--- src/rtl/raxm_pkg.sv ---
// Shared definitions for the RAXM accumulator: register map, CTRL/STATUS
// bit positions, FSM states and the result word type.
package raxm_pkg;

    localparam logic [3:0] OFF_CTRL   = 4'h0;
    localparam logic [3:0] OFF_STATUS = 4'h4;
    localparam logic [3:0] OFF_RES_LO = 4'h8;
    localparam logic [3:0] OFF_RES_HI = 4'hC;

    localparam int CTRL_EN      = 0;
    localparam int CTRL_CLR     = 1;
    localparam int CTRL_IE      = 2;
    localparam int CTRL_LEN_LSB = 8;

    localparam int STAT_BUSY    = 4;
    localparam int STAT_UNF     = 8;
    localparam int STAT_CNT_LSB = 16;

    typedef enum logic [1:0] {
        ST_IDLE  = 2'd0,
        ST_ACCUM = 2'd1,
        ST_PUSH  = 2'd2
    } state_e;

    typedef logic [39:0] result_t;

endpackage

--- src/rtl/raxm_acc_if.sv ---
// Wishbone slave bus plus product stream and interrupt of the accumulator.
interface raxm_acc_if;
    logic        wbs_cyc_i;
    logic        wbs_stb_i;
    logic        wbs_we_i;
    logic [3:0]  wbs_sel_i;
    logic [31:0] wbs_adr_i;
    logic [31:0] wbs_dat_i;
    logic        wbs_ack_o;
    logic [31:0] wbs_dat_o;
    logic        prod_valid_i;
    logic [31:0] prod_data_i;
    logic        prod_ready_o;
    logic        irq_o;

    modport master (
        output wbs_cyc_i, wbs_stb_i, wbs_we_i, wbs_sel_i, wbs_adr_i, wbs_dat_i,
        output prod_valid_i, prod_data_i,
        input  wbs_ack_o, wbs_dat_o, prod_ready_o, irq_o
    );

    modport slave (
        input  wbs_cyc_i, wbs_stb_i, wbs_we_i, wbs_sel_i, wbs_adr_i, wbs_dat_i,
        input  prod_valid_i, prod_data_i,
        output wbs_ack_o, wbs_dat_o, prod_ready_o, irq_o
    );
endinterface

--- src/rtl/raxm_res_fifo.sv ---
// Synchronous result FIFO; a pop frees space for a push in the same cycle.
module raxm_res_fifo
    import raxm_pkg::*;
#(
    parameter int DEPTH = 4,
    localparam int AW = $clog2(DEPTH),
    localparam int CW = AW + 1
) (
    input  logic          clk_i,
    input  logic          rst_i,
    input  logic          clr_i,
    input  logic          push_i,
    input  result_t       data_i,
    input  logic          pop_i,
    output result_t       data_o,
    output logic          full_o,
    output logic          empty_o,
    output logic [CW-1:0] count_o
);

    result_t       mem_q [DEPTH];
    logic [AW-1:0] wr_ptr_q;
    logic [AW-1:0] rd_ptr_q;
    logic [CW-1:0] count_q;
    logic          do_push_s;
    logic          do_pop_s;

    assign empty_o   = (count_q == CW'(0));
    assign full_o    = (count_q == CW'(DEPTH));
    assign count_o   = count_q;
    assign data_o    = mem_q[rd_ptr_q];
    assign do_pop_s  = pop_i & ~empty_o;
    assign do_push_s = push_i & (~full_o | do_pop_s);

    always_ff @(posedge clk_i) begin
        if (do_push_s && !clr_i) begin
            mem_q[wr_ptr_q] <= data_i;
        end
    end

    always_ff @(posedge clk_i) begin
        if (rst_i || clr_i) begin
            wr_ptr_q <= AW'(0);
            rd_ptr_q <= AW'(0);
            count_q  <= CW'(0);
        end else begin
            if (do_push_s) begin
                wr_ptr_q <= wr_ptr_q + AW'(1);
            end
            if (do_pop_s) begin
                rd_ptr_q <= rd_ptr_q + AW'(1);
            end
            case ({do_push_s, do_pop_s})
                2'b10:   count_q <= count_q + CW'(1);
                2'b01:   count_q <= count_q - CW'(1);
                default: count_q <= count_q;
            endcase
        end
    end

endmodule

--- src/rtl/raxm_acc.sv ---
// Batch accumulator for approximate-multiplier products: sums LEN products
// into a 40-bit result, queues results, and exposes them over Wishbone.
module raxm_acc
    import raxm_pkg::*;
#(
    parameter logic [31:0] BASE_ADR   = 32'h3000_0100,
    parameter int          FIFO_DEPTH = 4
) (
    input logic        wb_clk_i,
    input logic        wb_rst_i,
    raxm_acc_if.slave  bus
);

    localparam int CW = $clog2(FIFO_DEPTH) + 1;

    state_e        state_q;
    result_t       acc_q;
    logic [8:0]    cnt_q;
    logic [8:0]    blen_q;
    logic          ready_q;
    logic          irq_q;
    logic          ack_q;
    logic [31:0]   dat_q;
    logic          en_q, ie_q, unf_q, clr_q;
    logic [7:0]    len_q;

    logic          sel_s, acc_s, wr_s, rd_s, pop_s, xfer_s, push_ok_s;
    logic [3:0]    reg_off_s;
    logic [8:0]    len_full_s;
    logic [31:0]   rdata_d;
    result_t       head_s;
    logic          full_s, empty_s;
    logic [CW-1:0] fifo_count_s;
    logic [2:0]    fcnt3_s;
    logic          unused_s;

    assign sel_s      = bus.wbs_cyc_i & bus.wbs_stb_i & (bus.wbs_adr_i[31:4] == BASE_ADR[31:4]);
    assign acc_s      = sel_s & ~ack_q;
    assign wr_s       = acc_s & bus.wbs_we_i;
    assign rd_s       = acc_s & ~bus.wbs_we_i;
    assign reg_off_s  = {bus.wbs_adr_i[3:2], 2'b00};
    assign pop_s      = rd_s & (reg_off_s == OFF_RES_LO) & ~empty_s;
    assign xfer_s     = ready_q & bus.prod_valid_i;
    assign push_ok_s  = (state_q == ST_PUSH) & (~full_s | pop_s);
    assign len_full_s = (len_q == 8'd0) ? 9'd256 : {1'b0, len_q};
    assign fcnt3_s    = 3'(fifo_count_s);
    assign unused_s   = ^{bus.wbs_sel_i[3:2], bus.wbs_dat_i[31:16], bus.wbs_dat_i[7:3],
                          bus.wbs_adr_i[1:0]};

    raxm_res_fifo #(.DEPTH(FIFO_DEPTH)) u_fifo (
        .clk_i   (wb_clk_i),
        .rst_i   (wb_rst_i),
        .clr_i   (clr_q),
        .push_i  (push_ok_s),
        .data_i  (acc_q),
        .pop_i   (pop_s),
        .data_o  (head_s),
        .full_o  (full_s),
        .empty_o (empty_s),
        .count_o (fifo_count_s)
    );

    // Register read mux; result words read as zero while the FIFO is empty.
    always_comb begin
        rdata_d = 32'h0;
        case (reg_off_s)
            OFF_CTRL: begin
                rdata_d[CTRL_EN]               = en_q;
                rdata_d[CTRL_IE]               = ie_q;
                rdata_d[CTRL_LEN_LSB +: 8]     = len_q;
            end
            OFF_STATUS: begin
                rdata_d[2:0]                   = fcnt3_s;
                rdata_d[STAT_BUSY]             = (state_q != ST_IDLE);
                rdata_d[STAT_UNF]              = unf_q;
                rdata_d[STAT_CNT_LSB +: 8]     = cnt_q[7:0];
            end
            OFF_RES_LO: begin
                if (empty_s) rdata_d = 32'h0;
                else         rdata_d = head_s[31:0];
            end
            OFF_RES_HI: begin
                if (empty_s) rdata_d = 32'h0;
                else         rdata_d = {24'h0, head_s[39:32]};
            end
            default: rdata_d = 32'h0;
        endcase
    end

    // Bus side: single-cycle ack, register writes and the sticky underflow flag.
    always_ff @(posedge wb_clk_i) begin
        if (wb_rst_i) begin
            ack_q <= 1'b0;
            dat_q <= 32'h0;
            en_q  <= 1'b0;
            ie_q  <= 1'b0;
            len_q <= 8'h0;
            unf_q <= 1'b0;
            clr_q <= 1'b0;
        end else begin
            ack_q <= acc_s;
            dat_q <= rd_s ? rdata_d : 32'h0;
            clr_q <= wr_s & (reg_off_s == OFF_CTRL) & bus.wbs_sel_i[0] & bus.wbs_dat_i[CTRL_CLR];
            if (wr_s && reg_off_s == OFF_CTRL) begin
                if (bus.wbs_sel_i[0]) begin
                    en_q <= bus.wbs_dat_i[CTRL_EN];
                    ie_q <= bus.wbs_dat_i[CTRL_IE];
                end
                if (bus.wbs_sel_i[1]) begin
                    len_q <= bus.wbs_dat_i[CTRL_LEN_LSB +: 8];
                end
            end
            if (wr_s && reg_off_s == OFF_STATUS && bus.wbs_sel_i[1] && bus.wbs_dat_i[STAT_UNF]) begin
                unf_q <= 1'b0;
            end else if (rd_s && reg_off_s == OFF_RES_LO && empty_s) begin
                unf_q <= 1'b1;
            end
        end
    end

    // Batch sequencer; LEN is latched only when a new batch starts.
    always_ff @(posedge wb_clk_i) begin
        if (wb_rst_i || clr_q) begin
            state_q <= ST_IDLE;
            acc_q   <= 40'h0;
            cnt_q   <= 9'd0;
            blen_q  <= 9'd0;
            ready_q <= 1'b0;
        end else begin
            case (state_q)
                ST_IDLE: begin
                    if (en_q) begin
                        state_q <= ST_ACCUM;
                        acc_q   <= 40'h0;
                        cnt_q   <= 9'd0;
                        blen_q  <= len_full_s;
                        ready_q <= 1'b1;
                    end
                end
                ST_ACCUM: begin
                    if (!en_q) begin
                        state_q <= ST_IDLE;
                        acc_q   <= 40'h0;
                        cnt_q   <= 9'd0;
                        ready_q <= 1'b0;
                    end else if (xfer_s) begin
                        acc_q <= acc_q + {8'h0, bus.prod_data_i};
                        cnt_q <= cnt_q + 9'd1;
                        if ((cnt_q + 9'd1) == blen_q) begin
                            state_q <= ST_PUSH;
                            ready_q <= 1'b0;
                        end
                    end
                end
                ST_PUSH: begin
                    if (push_ok_s) begin
                        if (en_q) begin
                            state_q <= ST_ACCUM;
                            acc_q   <= 40'h0;
                            cnt_q   <= 9'd0;
                            blen_q  <= len_full_s;
                            ready_q <= 1'b1;
                        end else begin
                            state_q <= ST_IDLE;
                            ready_q <= 1'b0;
                        end
                    end
                end
                default: begin
                    state_q <= ST_IDLE;
                    ready_q <= 1'b0;
                end
            endcase
        end
    end

    // Result-available interrupt.
    always_ff @(posedge wb_clk_i) begin
        if (wb_rst_i) irq_q <= 1'b0;
        else          irq_q <= ie_q & ~empty_s;
    end

    assign bus.wbs_ack_o    = ack_q;
    assign bus.wbs_dat_o    = dat_q;
    assign bus.prod_ready_o = ready_q;
    assign bus.irq_o        = irq_q;

endmodule

--- src/flat_wrapper.sv ---
// flat-port wrapper written by rule: the top's interface ports become plain ports
module raxm_acc_flat import raxm_pkg::*;
#(
    parameter logic [31:0] BASE_ADR   = 32'h3000_0100,
    parameter int          FIFO_DEPTH = 4
)
  (wb_clk_i, wb_rst_i, bus_wbs_cyc_i, bus_wbs_stb_i, bus_wbs_we_i, bus_wbs_sel_i, bus_wbs_adr_i, bus_wbs_dat_i, bus_prod_valid_i, bus_prod_data_i, bus_wbs_ack_o, bus_wbs_dat_o, bus_prod_ready_o, bus_irq_o);
  raxm_acc_if bus_i ();
  input logic wb_clk_i;
  input logic wb_rst_i;
  input wire logic [$bits(bus_i.wbs_cyc_i)-1:0] bus_wbs_cyc_i;
  input wire logic [$bits(bus_i.wbs_stb_i)-1:0] bus_wbs_stb_i;
  input wire logic [$bits(bus_i.wbs_we_i)-1:0] bus_wbs_we_i;
  input wire logic [$bits(bus_i.wbs_sel_i)-1:0] bus_wbs_sel_i;
  input wire logic [$bits(bus_i.wbs_adr_i)-1:0] bus_wbs_adr_i;
  input wire logic [$bits(bus_i.wbs_dat_i)-1:0] bus_wbs_dat_i;
  input wire logic [$bits(bus_i.prod_valid_i)-1:0] bus_prod_valid_i;
  input wire logic [$bits(bus_i.prod_data_i)-1:0] bus_prod_data_i;
  output wire logic [$bits(bus_i.wbs_ack_o)-1:0] bus_wbs_ack_o;
  output wire logic [$bits(bus_i.wbs_dat_o)-1:0] bus_wbs_dat_o;
  output wire logic [$bits(bus_i.prod_ready_o)-1:0] bus_prod_ready_o;
  output wire logic [$bits(bus_i.irq_o)-1:0] bus_irq_o;
  assign bus_i.wbs_cyc_i = bus_wbs_cyc_i;
  assign bus_i.wbs_stb_i = bus_wbs_stb_i;
  assign bus_i.wbs_we_i = bus_wbs_we_i;
  assign bus_i.wbs_sel_i = bus_wbs_sel_i;
  assign bus_i.wbs_adr_i = bus_wbs_adr_i;
  assign bus_i.wbs_dat_i = bus_wbs_dat_i;
  assign bus_i.prod_valid_i = bus_prod_valid_i;
  assign bus_i.prod_data_i = bus_prod_data_i;
  assign bus_wbs_ack_o = bus_i.wbs_ack_o;
  assign bus_wbs_dat_o = bus_i.wbs_dat_o;
  assign bus_prod_ready_o = bus_i.prod_ready_o;
  assign bus_irq_o = bus_i.irq_o;
  raxm_acc #(.BASE_ADR(BASE_ADR), .FIFO_DEPTH(FIFO_DEPTH)) u_core (.wb_clk_i(wb_clk_i), .wb_rst_i(wb_rst_i), .bus(bus_i));
endmodule
--- config.mk ---
export PLATFORM = sky130hd
export DESIGN_NAME = raxm_acc_flat
export DESIGN_NICKNAME = d
export VERILOG_FILES = /design/src/rtl/raxm_pkg.sv /design/src/rtl/raxm_acc_if.sv /design/src/rtl/raxm_res_fifo.sv /design/src/rtl/raxm_acc.sv /design/src/flat_wrapper.sv
export SDC_FILE = /design/constraint.sdc
export NUM_CORES = 1
export LEC_CHECK = 0
export CORE_MARGIN = 4
export CORE_UTILIZATION = 56
export DETAILED_ROUTE_END_ITERATION = 8
export PLACE_DENSITY = 0.79
export SLEW_MARGIN = 20
export SYNTH_ARGS = -nofsm -noshare
export SYNTH_HDL_FRONTEND = slang
export SYNTH_SLANG_ARGS = --single-unit
--- constraint.sdc ---
create_clock -name wb_clk_i -period 4.08 [get_ports wb_clk_i]
set_input_delay 0.408 -clock wb_clk_i [delete_from_list [all_inputs] [get_ports wb_clk_i]]
set_output_delay 0.408 -clock wb_clk_i [all_outputs]
set_load 0.02 [all_outputs]
==> results.py, run 1 <==
metrics = {
    "run_status": {
        "run_status": "completed",
    },
    "pwr": {
        "powerDensity_nw_per_um2": 368.2,
        "fin_total_pwr_mw": 5.369,
        "worst_ir_drop_vdd_uv": 276.8,
        "static_leakage_nw": 5.456,
    },
    "min_path": {
        "min_path_type": "in2reg",
        "hold_depth": 2,
        "worstHoldStart": "bus_wbs_dat_i[1]",
        "worst_hold_path.endpoint": "u_core.clr_q",
    },
    "global_routing": {
        "antenna_found_initial": 0,
        "gr-max-usage-layer": "met2",
        "gr-usage-met2_pct": 37.16,
        "first_pass_grt_wire_length_mm": 44.07,
        "grt_max_degree": 48,
        "met3_layer_usage_reported_by_global_route_pct": 3.190,
        "globalRoute.totalOverflow": 0,
        "total_routing_usage_gr_pct": 22.64,
        "grt_pass1_vias": 8275,
        "met1_usage_pct": 32.20,
    },
    "critical_path": {
        "crit_path_end_kind": "flop",
        "critical_path.reg2reg.endpoint": "u_core.acc_q[34]",
        "rrSetupSlack_ps": 830,
        "worst_setup_path_start_kind": "flop",
        "arrival_ps": 3720,
        "critical_path.max_fanout": 8,
        "timing.critical_path.required_ps": 4550,
        "worst-setup-path-type": "reg2reg",
        "worstReg2RegStart": "u_core.acc_q[0]",
        "rr_worst_depth": 11,
    },
    "synthesis": {
        "synth.ff_latch_count": 276,
        "synth-async-reset-ratio_pct": 0,
        "post-synth-top-count-cell": "sky130_fd_sc_hd__edfxtp_1",
        "synth.yosys.warnings": 0,
        "synth.area.top_cells": "sky130_fd_sc_hd__edfxtp_1 39%, sky130_fd_sc_hd__dfxtp_1 19%, sky130_fd_sc_hd__mux4_2 7.4%",
        "distinct_cells_synth": 67,
        "number_of_enable_type_register_cells_in_the_synthesized_netlist": 160,
        "synth_cells": 988,
        "synth_area_per_cell_um2": 12.39,
        "syn-cell-area_um2": 12240,
        "synth_flop_cell": "sky130_fd_sc_hd__edfxtp_1",
        "synth.top_cell.area_share_pct": 39.24,
        "synth.top_cells.by_count": "160 x sky130_fd_sc_hd__edfxtp_1, 116 x sky130_fd_sc_hd__dfxtp_1, 111 x sky130_fd_sc_hd__nor2_1, 62 x sky130_fd_sc_hd__a21oi_1, 54 x sky130_fd_sc_hd__nand2_1",
        "part_of_the_yosys_area_used_for_sequential_elements_pct": 58.21,
        "mappedNetlistNets": 1138,
        "netlist.top_cell.by_area": "sky130_fd_sc_hd__edfxtp_1",
    },
    "clocking": {
        "cts.htree.levels": 1,
        "numClockSinks": 276,
        "post-cts-setup-buffer-count": 0,
        "clkLatencyLatePin_ps": 530,
        "cts_resized": 0,
        "clock_path_buffers": 3,
        "holdBufCountCts": 0,
        "tritoncts.num_buffers": 27,
        "cts_tree": "done",
        "clock_tree.root_cell": "sky130_fd_sc_hd__clkbuf_16",
        "cts.reportedPaths.clkPinSlew_ps": 60,
    },
    "finish": {
        "num_antenna_cells": 0,
        "fill_cells": 1500,
        "count_of_placed_standard_cells_in_the_final_layout_fillers_left_out": 1406,
        "layout-area-overhead-vs-synth_pct": 19.11,
        "utilization_pct": 68.51,
        "finish.net_count": 1261,
        "final_layout_size_suffix_gt1_share_pct": 11.32,
    },
    "route": {
        "wl_per_cell_um": 19.69,
        "count_of_tritonroute_iterations_in_the_first_routing_pass": 5,
        "drt_iter0_markers": 671,
        "finalWirelength_mm": 27.69,
        "drt_drc_violations_left": 0,
        "detail_route.vias_per_cell": 5.999,
        "dr_total_vias": 8435,
        "route.antenna.remaining_nets": 0,
    },
    "sta": {
        "grt_setup_unrepaired": "no",
        "worst_pin_slew_ps": 730.9,
        "fin_crit_ps": 3248,
        "final-hold-violation-count": 0,
        "fin_worst_skew_ps": 11.78,
        "hold-worst-slack_ps": 487.8,
        "timing.final.setup_violations": 0,
        "crit_share_post_route_pct": 79.62,
        "drv_slew": 0,
        "setup-tns-final_ps": 0,
        "slew_headroom_pct": 50.98,
        "clock.fmax_mhz": 307.8,
    },
    "floorplanning": {
        "dieWidth_um": 155.9,
        "area_inside_the_core_boundary_um2": 21290,
        "floorplan.io_pins": 141,
        "die_height_um": 155.9,
        "die_area_um2": 24290,
        "fp-row-count": 53,
        "initial_core_util_pct": 57.51,
    },
    "placed_design": {
        "detailedPlacementHpwl_mm": 18.98,
        "number_of_buffers_added_on_ports": 115,
        "placedCellCount": 1357,
        "finalWeightedCongestion": 0.8901,
    },
    "flow_run": {
        "cap_viol_max_count": 0,
    },
}
[routing by layer]
| layer | wire length [um] | up-vias |
|---|---|---|
| met5 | 0 | - |
| met4 | 548 | 0 |
| met3 | 1904 | 38 |
| met2 | 13270 | 315 |
| met1 | 11970 | 4093 |
| li1 | - | 3989 |
[report_power, final]
part | switching (mW) | leakage [nW] | internal [mW]
combinational | 0.0844 | 2.35 | 0.101
sequential | 0.0000000000276 | 2.72 | 2.91
clock | 0.994 | 0.396 | 1.28
total | 1.08 | 5.46 | 4.29
[worst max-delay path: stages, from the launching register on]
cell	delay (ps)
sky130_fd_sc_hd__dfxtp_1	420
sky130_fd_sc_hd__ha_1	250
sky130_fd_sc_hd__inv_1	70
sky130_fd_sc_hd__fa_1	390
sky130_fd_sc_hd__nand2b_1	210
sky130_fd_sc_hd__a2111oi_4	450
sky130_fd_sc_hd__o21ai_0	160
sky130_fd_sc_hd__nand3_1	190
sky130_fd_sc_hd__o21ai_1	140
sky130_fd_sc_hd__a31o_2	300
sky130_fd_sc_hd__or4_1	500
sky130_fd_sc_hd__nand3_1	100
[worst max path at each step]
stage	start	to	slack, ps	depth (start not counted)
after floorplan	bus_wbs_adr_i[23]	u_core.u_fifo.mem_q[0][0]	1140	7
final	u_core.acc_q[0]	u_core.acc_q[34]	830	11
after CTS	u_core.acc_q[0]	u_core.acc_q[34]	860	11
after global routing	u_core.acc_q[0]	u_core.acc_q[38]	610	11
after global placement	bus_prod_data_i[0]	u_core.acc_q[34]	470	12
after detailed placement	bus_prod_data_i[0]	u_core.acc_q[34]	410	12
[cells by family (layout without fill, tap and decap cells)]
| group | after synthesis | in the layout | share of synthesized area [%] |
|---|---|---|---|
| mux | 60 | 60 | 8.993 |
| compound gates | 213 | 213 | 11.60 |
| xor+xnor | 45 | 45 | 3.332 |
| buf+inv | 68 | 211 | 2.146 |
| flops | 276 | 276 | 58.21 |
| fa+ha+maj | 44 | 44 | 4.619 |
| simple gates | 282 | 282 | 11.10 |
[registers in the layout (all words and copies together), names as in the netlist, named ones only]
| register | cells |
|---|---|
| u_core.u_fifo.mem_q | 160 |
| u_core.acc_q | 40 |
| u_core.bus.wbs_dat_o | 32 |
| u_core.blen_q | 9 |
| u_core.cnt_q | 9 |
| u_core.len_q | 8 |
| u_core.u_fifo.count_o | 3 |
| u_core.state_q | 2 |
| u_core.u_fifo.rd_ptr_q | 2 |
| u_core.u_fifo.wr_ptr_q | 2 |
| u_core.bus.irq_o | 1 |
| u_core.bus.prod_ready_o | 1 |
| u_core.bus.wbs_ack_o | 1 |
| u_core.clr_q | 1 |
| u_core.en_q | 1 |
| u_core.ie_q | 1 |
| u_core.unf_q | 1 |
[area by class of cell]
cell class,instances,area [um2],area share [%]
well taps,275,344.1,2.360
multi-input cells,644,4866,33.37
clock buffers,38,747.0,5.122
flip-flops and latches,276,7128,48.88
repair buffers,136,1334,9.146
inverters,26,97.59,0.6692
clock inverters,11,66.31,0.4547
[through the flow]
step | cell area, um2 | setup WS, ps
5_1_grt | 14580 | 612.6
4_1_cts | 14580 | 863.0
3_3_place_gp | 13770 | 474.2
3_5_place_dp | 13770 | 406.6
2_1_floorplan | 12240 | 1137
6_report | 14580 | 831.5
[cells in the final DEF (no fill, tap or decap), types with 7 or more instances in the layout]
master,netlist,final
sky130_fd_sc_hd__nor2_1,111,110
sky130_fd_sc_hd__nand2b_1,7,7
sky130_fd_sc_hd__xor2_1,15,15
sky130_fd_sc_hd__ha_1,42,42
sky130_fd_sc_hd__mux2i_1,20,20
sky130_fd_sc_hd__and3_1,16,16
sky130_fd_sc_hd__clkbuf_16,0,27
sky130_fd_sc_hd__clkbuf_1,32,8
sky130_fd_sc_hd__nor3_1,23,22
sky130_fd_sc_hd__buf_4,0,19
sky130_fd_sc_hd__nand3_1,19,19
sky130_fd_sc_hd__clkdlybuf4s50_1,0,115
sky130_fd_sc_hd__clkinv_2,0,7
sky130_fd_sc_hd__nor4_1,9,9
sky130_fd_sc_hd__mux4_2,40,40
sky130_fd_sc_hd__a21o_1,16,16
sky130_fd_sc_hd__dfxtp_1,116,115
sky130_fd_sc_hd__nand2_1,54,54
sky130_fd_sc_hd__a22oi_1,31,31
sky130_fd_sc_hd__o21ai_0,36,36
sky130_fd_sc_hd__xnor2_1,29,29
sky130_fd_sc_hd__a21oi_1,62,62
sky130_fd_sc_hd__edfxtp_1,160,160
sky130_fd_sc_hd__a31oi_1,7,7
sky130_fd_sc_hd__inv_1,26,26
No activity file was read; power rests on OpenSTA's default activity.
==> run 2: changes to the inputs <==
Settings changed: CORE_UTILIZATION 56 to 51, PLACE_DENSITY 0.79 to 0.76.
Clock period 4.08 ns to 2.61 ns, I/O delays scaled along.
==> run 2 against run 1 <==
  * The run now ends with setup timing left
  * Sequential cell count unchanged
  * Routed wire length is 10% higher
  * Combinational power rose by 89%
  * Design area increased by 9.6%
  * Power up 67%
  * Clock power grew 80%
  * Critical endpoint is now u_core.acc_q[28]
  * Highest routed layer unchanged
==> results.py, run 2 (synthesized netlist as in run 1, its figures left out) <==
metrics = {
    "clocking": {
        "clock_tree.root_cell": "sky130_fd_sc_hd__clkbuf_16",
        "numClockSinks": 276,
        "cts.htree.levels": 1,
        "clock_path_buffers": 3,
        "clkLatencyLatePin_ps": 550,
        "holdBufCountCts": 0,
        "cts_tree": "done",
        "cts.reportedPaths.clkPinSlew_ps": 70,
        "tritoncts.num_buffers": 29,
    },
    "finish": {
        "layout-area-overhead-vs-synth_pct": 30.51,
        "final_common_cell": "sky130_fd_sc_hd__edfxtp_1",
        "final-seq-area_um2": 7132,
        "finish.net_count": 1394,
        "area_of_the_multi_input_gates_um2": 5017,
        "layout.cells.most_common_list": "160 x sky130_fd_sc_hd__edfxtp_1, 143 x sky130_fd_sc_hd__buf_4, 115 x sky130_fd_sc_hd__clkdlybuf4s50_1",
        "largest_register": "u_core.u_fifo.mem_q",
        "largest_reg_flops": 160,
        "num_antenna_cells": 0,
        "fill_cells": 1686,
        "final_layout_size_suffix_gt1_share_pct": 22.72,
    },
    "floorplanning": {
        "dieWidth_um": 162.9,
        "area_inside_the_core_boundary_um2": 23540,
        "die_height_um": 162.9,
        "floorplan.io_pins": 141,
        "fp-row-count": 56,
        "die_area_um2": 26550,
        "initial_core_util_pct": 52.00,
    },
    "critical_path": {
        "crit_path_end_kind": "flop",
        "arrival_ps": 3150,
        "worst-setup-path-type": "reg2reg",
        "worst_setup_path_start_kind": "flop",
        "critical_path.max_fanout": 3,
        "timing.critical_path.required_ps": 3090,
    },
    "route": {
        "count_of_tritonroute_iterations_in_the_first_routing_pass": 6,
        "drt_drc_violations_left": 0,
        "drt_iter0_markers": 766,
        "detail_route.vias_per_cell": 5.779,
        "route.antenna.remaining_nets": 0,
        "finalWirelength_mm": 30.52,
        "dr_total_vias": 9142,
        "wl_per_cell_um": 19.29,
    },
    "global_routing": {
        "globalRoute.totalOverflow": 0,
        "grt_max_degree": 47,
        "antenna_found_initial": 0,
        "gr-max-usage-layer": "met2",
        "total_routing_usage_gr_pct": 22.89,
        "met1_usage_pct": 31.15,
        "gr-usage-met2_pct": 38.40,
        "met3_layer_usage_reported_by_global_route_pct": 3.366,
        "first_pass_grt_wire_length_mm": 48.22,
        "grt_pass1_vias": 9115,
    },
    "sta": {
        "drv_slew": 0,
        "fin_worst_skew_ps": 21.16,
        "setup-tns-final_ps": -184.0,
        "crit_share_post_route_pct": 102.4,
        "slew_headroom_pct": 46.54,
        "timing.final.setup_violations": 5,
        "hold-worst-slack_ps": 318.9,
        "clock.fmax_mhz": 374.2,
        "grt_setup_unrepaired": "yes",
        "fin_crit_ps": 2672,
        "postLayoutSetupSlackWorst_ps": -62.21,
        "final-hold-violation-count": 0,
        "worst_pin_slew_ps": 799.3,
    },
    "placed_design": {
        "number_of_buffers_added_on_ports": 115,
        "detailedPlacementHpwl_mm": 21.52,
        "finalWeightedCongestion": 0.9505,
    },
    "flow_run": {
        "cap_viol_max_count": 0,
    },
    "run_status": {
        "violations": "setup timing",
        "run_status": "finished, violations left",
    },
    "pwr": {
        "static_leakage_nw": 6.233,
        "worst_ir_drop_vdd_uv": 433.8,
        "powerDensity_nw_per_um2": 562.6,
    },
    "min_path": {
        "min_path_type": "in2reg",
    },
}
==> run 2: cell count changes in the layout (fill, tap and decap cells not counted), moves of 3 or more <==
cell / previous run / this run
sky130_fd_sc_hd__a21oi_1: 62 / 56
sky130_fd_sc_hd__clkinv_2: 7 / 4
sky130_fd_sc_hd__bufinv_16: 0 / 4
sky130_fd_sc_hd__o21ai_0: 36 / 28
sky130_fd_sc_hd__o21ai_2: 0 / 3
sky130_fd_sc_hd__o21ai_1: 2 / 7
sky130_fd_sc_hd__buf_12: 2 / 7
sky130_fd_sc_hd__buf_4: 19 / 143
sky130_fd_sc_hd__a21oi_2: 0 / 6
==> run 2: final timing paths <==
kind / startpoint / to / slack (ps) / depth (start not counted)
min reg2reg: u_core.blen_q[8] / u_core.blen_q[8] / 490 / 2
min: bus_wbs_dat_i[8] / u_core.unf_q / 320 / 2
max reg2reg: u_core.acc_q[0] / u_core.acc_q[28] / -60 / 11
max: u_core.acc_q[0] / u_core.acc_q[28] / -60 / 11
==> run 2: repair_timing <==
| action | CTS | global route |
|---|---|---|
| gates resized for setup | 12 | 23 |
| pin swaps | 18 | 18 |
| setup buffers | 8 | 5 |
| endpoints found under the setup margin | 7 | 21 |
==> run 2: worst max-delay path, cell delays in order, from the launching register on <==
cell and delay (ps):
sky130_fd_sc_hd__dfxtp_4 350, sky130_fd_sc_hd__ha_4 130, sky130_fd_sc_hd__inv_2 40, sky130_fd_sc_hd__fa_2 360, sky130_fd_sc_hd__nand2b_4 170, sky130_fd_sc_hd__a2111oi_4 450
sky130_fd_sc_hd__o21ai_2 100, sky130_fd_sc_hd__o211ai_1 230, sky130_fd_sc_hd__a31o_2 220, sky130_fd_sc_hd__a2111oi_2 80, sky130_fd_sc_hd__or4_1 430, sky130_fd_sc_hd__nand3_1 80
==> run 2: layer usage <==
layer | up-vias | share of wire (%)
met3 | 71 | 7.4
met2 | 401 | 48
met1 | 4414 | 42
li1 | 4256 | -
met5 | - | 0
met4 | 0 | 2.8
==> run 2: cell type report <==
| type | count | share of cell area (%) |
|---|---|---|
| Sequential cell | 276 | 44.64 |
| Multi-Input combinational cell | 644 | 31.40 |
| Timing Repair Buffer | 267 | 14.94 |
| Clock buffer | 36 | 4.769 |
| Tap cell | 319 | 2.498 |
| Clock inverter | 14 | 1.143 |
| Inverter | 26 | 0.6108 |
==> run 2: where the power goes <==
part	leakage (nW)	internal [mW]	switching [mW]	total (mW)
logic	3.06	0.198	0.153	0.351
clock network	0.452	2.46	1.63	4.09
registers	2.72	4.55	0.0000000000364	4.55
==> run 2: stage by stage <==
step | std cells | worst slack (ps) | power, mW | utilization [%] | instance area [um2]
final | 1582 | -62.21 | 8.989 | 67.87 | 15980
after global routing | 1582 | -238.1 | 9.263 | 67.87 | 15980
after CTS | 1580 | -22.27 | 9.046 | 67.45 | 15880
after detailed placement | 1522 | -672.5 | 4.984 | 62.99 | 14830
after global placement | 1522 | -590.0 | 4.980 | 62.96 | 14820
after floorplan | 988 | 0.08615 | 4.766 | - | 12280
==> run 3: changes to the inputs <==
Settings changed: CORE_MARGIN 4 to default.
==> run 3 against run 2 <==
  * Combinational power increased by 2%
  * Largest power group unchanged
  * The run still ends with setup timing left
  * Sequential cell count is the same
  * Utilization shrank 0.38 points
  * Critical endpoint unchanged
  * Global-route usage is 2.1 points higher
==> results.py, run 3 (synthesized netlist as in run 1, its figures left out) <==
metrics = {
    "finish": {
        "finish.net_count": 1386,
        "num_antenna_cells": 0,
        "layout.cells.most_common_list": "160 x sky130_fd_sc_hd__edfxtp_1, 132 x sky130_fd_sc_hd__buf_4, 115 x sky130_fd_sc_hd__clkdlybuf4s50_1",
        "largest_reg_flops": 160,
        "largest_register": "u_core.u_fifo.mem_q",
        "fill_cells": 1691,
        "layout-area-overhead-vs-synth_pct": 29.78,
        "final_layout_size_suffix_gt1_share_pct": 22.77,
        "final_common_cell": "sky130_fd_sc_hd__edfxtp_1",
    },
    "sta": {
        "timing.final.setup_violations": 3,
        "fin_worst_skew_ps": 10.97,
        "fin_crit_ps": 2696,
        "drv_slew": 0,
        "postLayoutSetupSlackWorst_ps": -86.30,
        "clock.fmax_mhz": 370.9,
        "crit_share_post_route_pct": 103.3,
        "setup-tns-final_ps": -201.9,
        "grt_setup_unrepaired": "yes",
        "final-hold-violation-count": 0,
        "slew_headroom_pct": 51.06,
        "worst_pin_slew_ps": 731.7,
    },
    "pwr": {
        "static_leakage_nw": 6.156,
        "fin_total_pwr_mw": 8.535,
        "powerDensity_nw_per_um2": 537.1,
        "worst_ir_drop_vdd_uv": 537.6,
    },
    "min_path": {
        "worst_hold_path.endpoint": "u_core.len_q[5]",
        "hold_depth": 3,
        "worstHoldStart": "bus_wbs_dat_i[13]",
        "min_path_type": "in2reg",
    },
    "clocking": {
        "clock_tree.root_cell": "sky130_fd_sc_hd__clkbuf_16",
        "numClockSinks": 276,
        "clock_path_buffers": 3,
        "cts_tree": "done",
        "cts.reportedPaths.clkPinSlew_ps": 60,
        "tritoncts.num_buffers": 27,
        "cts.htree.levels": 1,
        "clkLatencyLatePin_ps": 530,
    },
    "critical_path": {
        "worstReg2RegStart": "u_core.acc_q[0]",
        "worst-setup-path-type": "reg2reg",
        "rr_worst_depth": 11,
        "critical_path.max_fanout": 3,
        "rrSetupSlack_ps": -90,
        "critical_path.reg2reg.endpoint": "u_core.acc_q[28]",
        "timing.critical_path.required_ps": 3080,
        "worst_setup_path_start_kind": "flop",
        "arrival_ps": 3160,
        "crit_path_end_kind": "flop",
    },
    "route": {
        "drt_drc_violations_left": 0,
        "drt_iter0_markers": 618,
        "detail_route.vias_per_cell": 5.698,
        "wl_per_cell_um": 19.37,
        "dr_total_vias": 8974,
        "route.antenna.remaining_nets": 0,
        "count_of_tritonroute_iterations_in_the_first_routing_pass": 5,
        "finalWirelength_mm": 30.50,
    },
    "global_routing": {
        "globalRoute.totalOverflow": 0,
        "gr-max-usage-layer": "met2",
        "grt_max_degree": 47,
        "met3_layer_usage_reported_by_global_route_pct": 3.001,
        "gr-usage-met2_pct": 42.12,
        "total_routing_usage_gr_pct": 24.99,
        "grt_pass1_vias": 8828,
        "met1_usage_pct": 34.07,
        "first_pass_grt_wire_length_mm": 47.27,
        "antenna_found_initial": 0,
    },
    "floorplanning": {
        "floorplan.io_pins": 141,
        "initial_core_util_pct": 52.00,
        "die_area_um2": 24630,
        "area_inside_the_core_boundary_um2": 23540,
        "die_height_um": 156.9,
        "fp-row-count": 56,
        "dieWidth_um": 156.9,
    },
    "run_status": {
        "violations": "setup timing",
        "run_status": "finished, violations left",
    },
    "placed_design": {
        "finalWeightedCongestion": 0.9347,
        "number_of_buffers_added_on_ports": 115,
        "detailedPlacementHpwl_mm": 21.19,
    },
    "flow_run": {
        "cap_viol_max_count": 0,
    },
}
==> run 3: cell types whose count changed in the layout (fill, tap and decap cells not counted), moves of 3 or more <==
cell / before / now
sky130_fd_sc_hd__buf_4: 143 / 132
sky130_fd_sc_hd__dfxtp_1: 114 / 108
sky130_fd_sc_hd__dfxtp_2: 1 / 7
sky130_fd_sc_hd__buf_12: 7 / 12
sky130_fd_sc_hd__bufinv_16: 4 / 0
sky130_fd_sc_hd__clkbuf_8: 1 / 4
sky130_fd_sc_hd__ha_1: 41 / 38
==> run 3: worst max-delay path by stage <==
stage / from / to / slack (ps) / cells past startpoint
after floorplan: u_core.acc_q[0] / u_core.acc_q[38] / 0.09 / 11
after global placement: bus_prod_data_i[0] / u_core.acc_q[34] / -600 / 12
after detailed placement: bus_prod_data_i[0] / u_core.acc_q[36] / -640 / 12
after CTS: u_core.acc_q[0] / u_core.acc_q[28] / -40 / 11
after global routing: u_core.acc_q[0] / u_core.acc_q[28] / -200 / 11
final: u_core.acc_q[0] / u_core.acc_q[28] / -90 / 11
==> run 3: layout make-up <==
| type | instances | area [um2] | share of cell area [%] |
|---|---|---|---|
| Clock buffer | 39 | 760.7 | 4.788 |
| Clock inverter | 10 | 57.56 | 0.3622 |
| Inverter | 26 | 97.59 | 0.6142 |
| Multi-Input combinational cell | 644 | 5030 | 31.66 |
| Sequential cell | 276 | 7139 | 44.93 |
| Tap cell | 319 | 399.1 | 2.512 |
| Timing Repair Buffer | 261 | 2405 | 15.14 |
==> run 3: timing repair <==
| action | CTS | global route |
|---|---|---|
| buffers inserted | 7 | 3 |
| resized for setup | 9 | 37 |
| hold endpoints to repair | 0 | 0 |
| pin swaps | 21 | 19 |
| hold buffers | 0 | 0 |
| setup endpoints to repair | 8 | 23 |
==> run 3: report_power, final <==
group / internal (mW) / switching, mW / total, mW / leakage (nW)
clock: 2.02 / 1.60 / 3.63 / 0.400
sequential: 4.55 / 0.0000000000397 / 4.55 / 2.72
combinational: 0.204 / 0.153 / 0.358 / 3.04
total: 6.78 / 1.76 / 8.53 / 6.16
==> run 3: per-layer routing <==
metal | part of all wire (%) | routed length (um)
met3 | 6.0 | 1817
met5 | 0 | 0
met2 | 48 | 14700
met1 | 43 | 13250
met4 | 2.4 | 730
==> run 3: worst max-delay path, stage by stage (launching register included) <==
cell and delay [ps]:
sky130_fd_sc_hd__dfxtp_4 360, sky130_fd_sc_hd__ha_4 140, sky130_fd_sc_hd__inv_2 40, sky130_fd_sc_hd__fa_2 370, sky130_fd_sc_hd__nand2b_4 160, sky130_fd_sc_hd__a2111oi_4 380, sky130_fd_sc_hd__o21ai_1 160, sky130_fd_sc_hd__o211ai_1 220
sky130_fd_sc_hd__a31o_2 220, sky130_fd_sc_hd__a2111oi_2 70, sky130_fd_sc_hd__or4_1 410, sky130_fd_sc_hd__nand3_1 100
==> run 3: through the flow <==
step | worst slack (ps) | utilization, % | hold slack (ps) | area, um2 | instances
3_5_place_dp | -640.8 | 63.13 | 498.9 | 14860 | 1519
5_1_grt | -198.0 | 67.49 | 355.9 | 15890 | 1575
2_1_floorplan | 0.08615 | - | 333.1 | 12280 | 988
6_report | -86.30 | 67.49 | 347.2 | 15890 | 1575
4_1_cts | -42.72 | 66.87 | 333.1 | 15740 | 1574
3_3_place_gp | -595.7 | 63.13 | 481.5 | 14860 | 1519
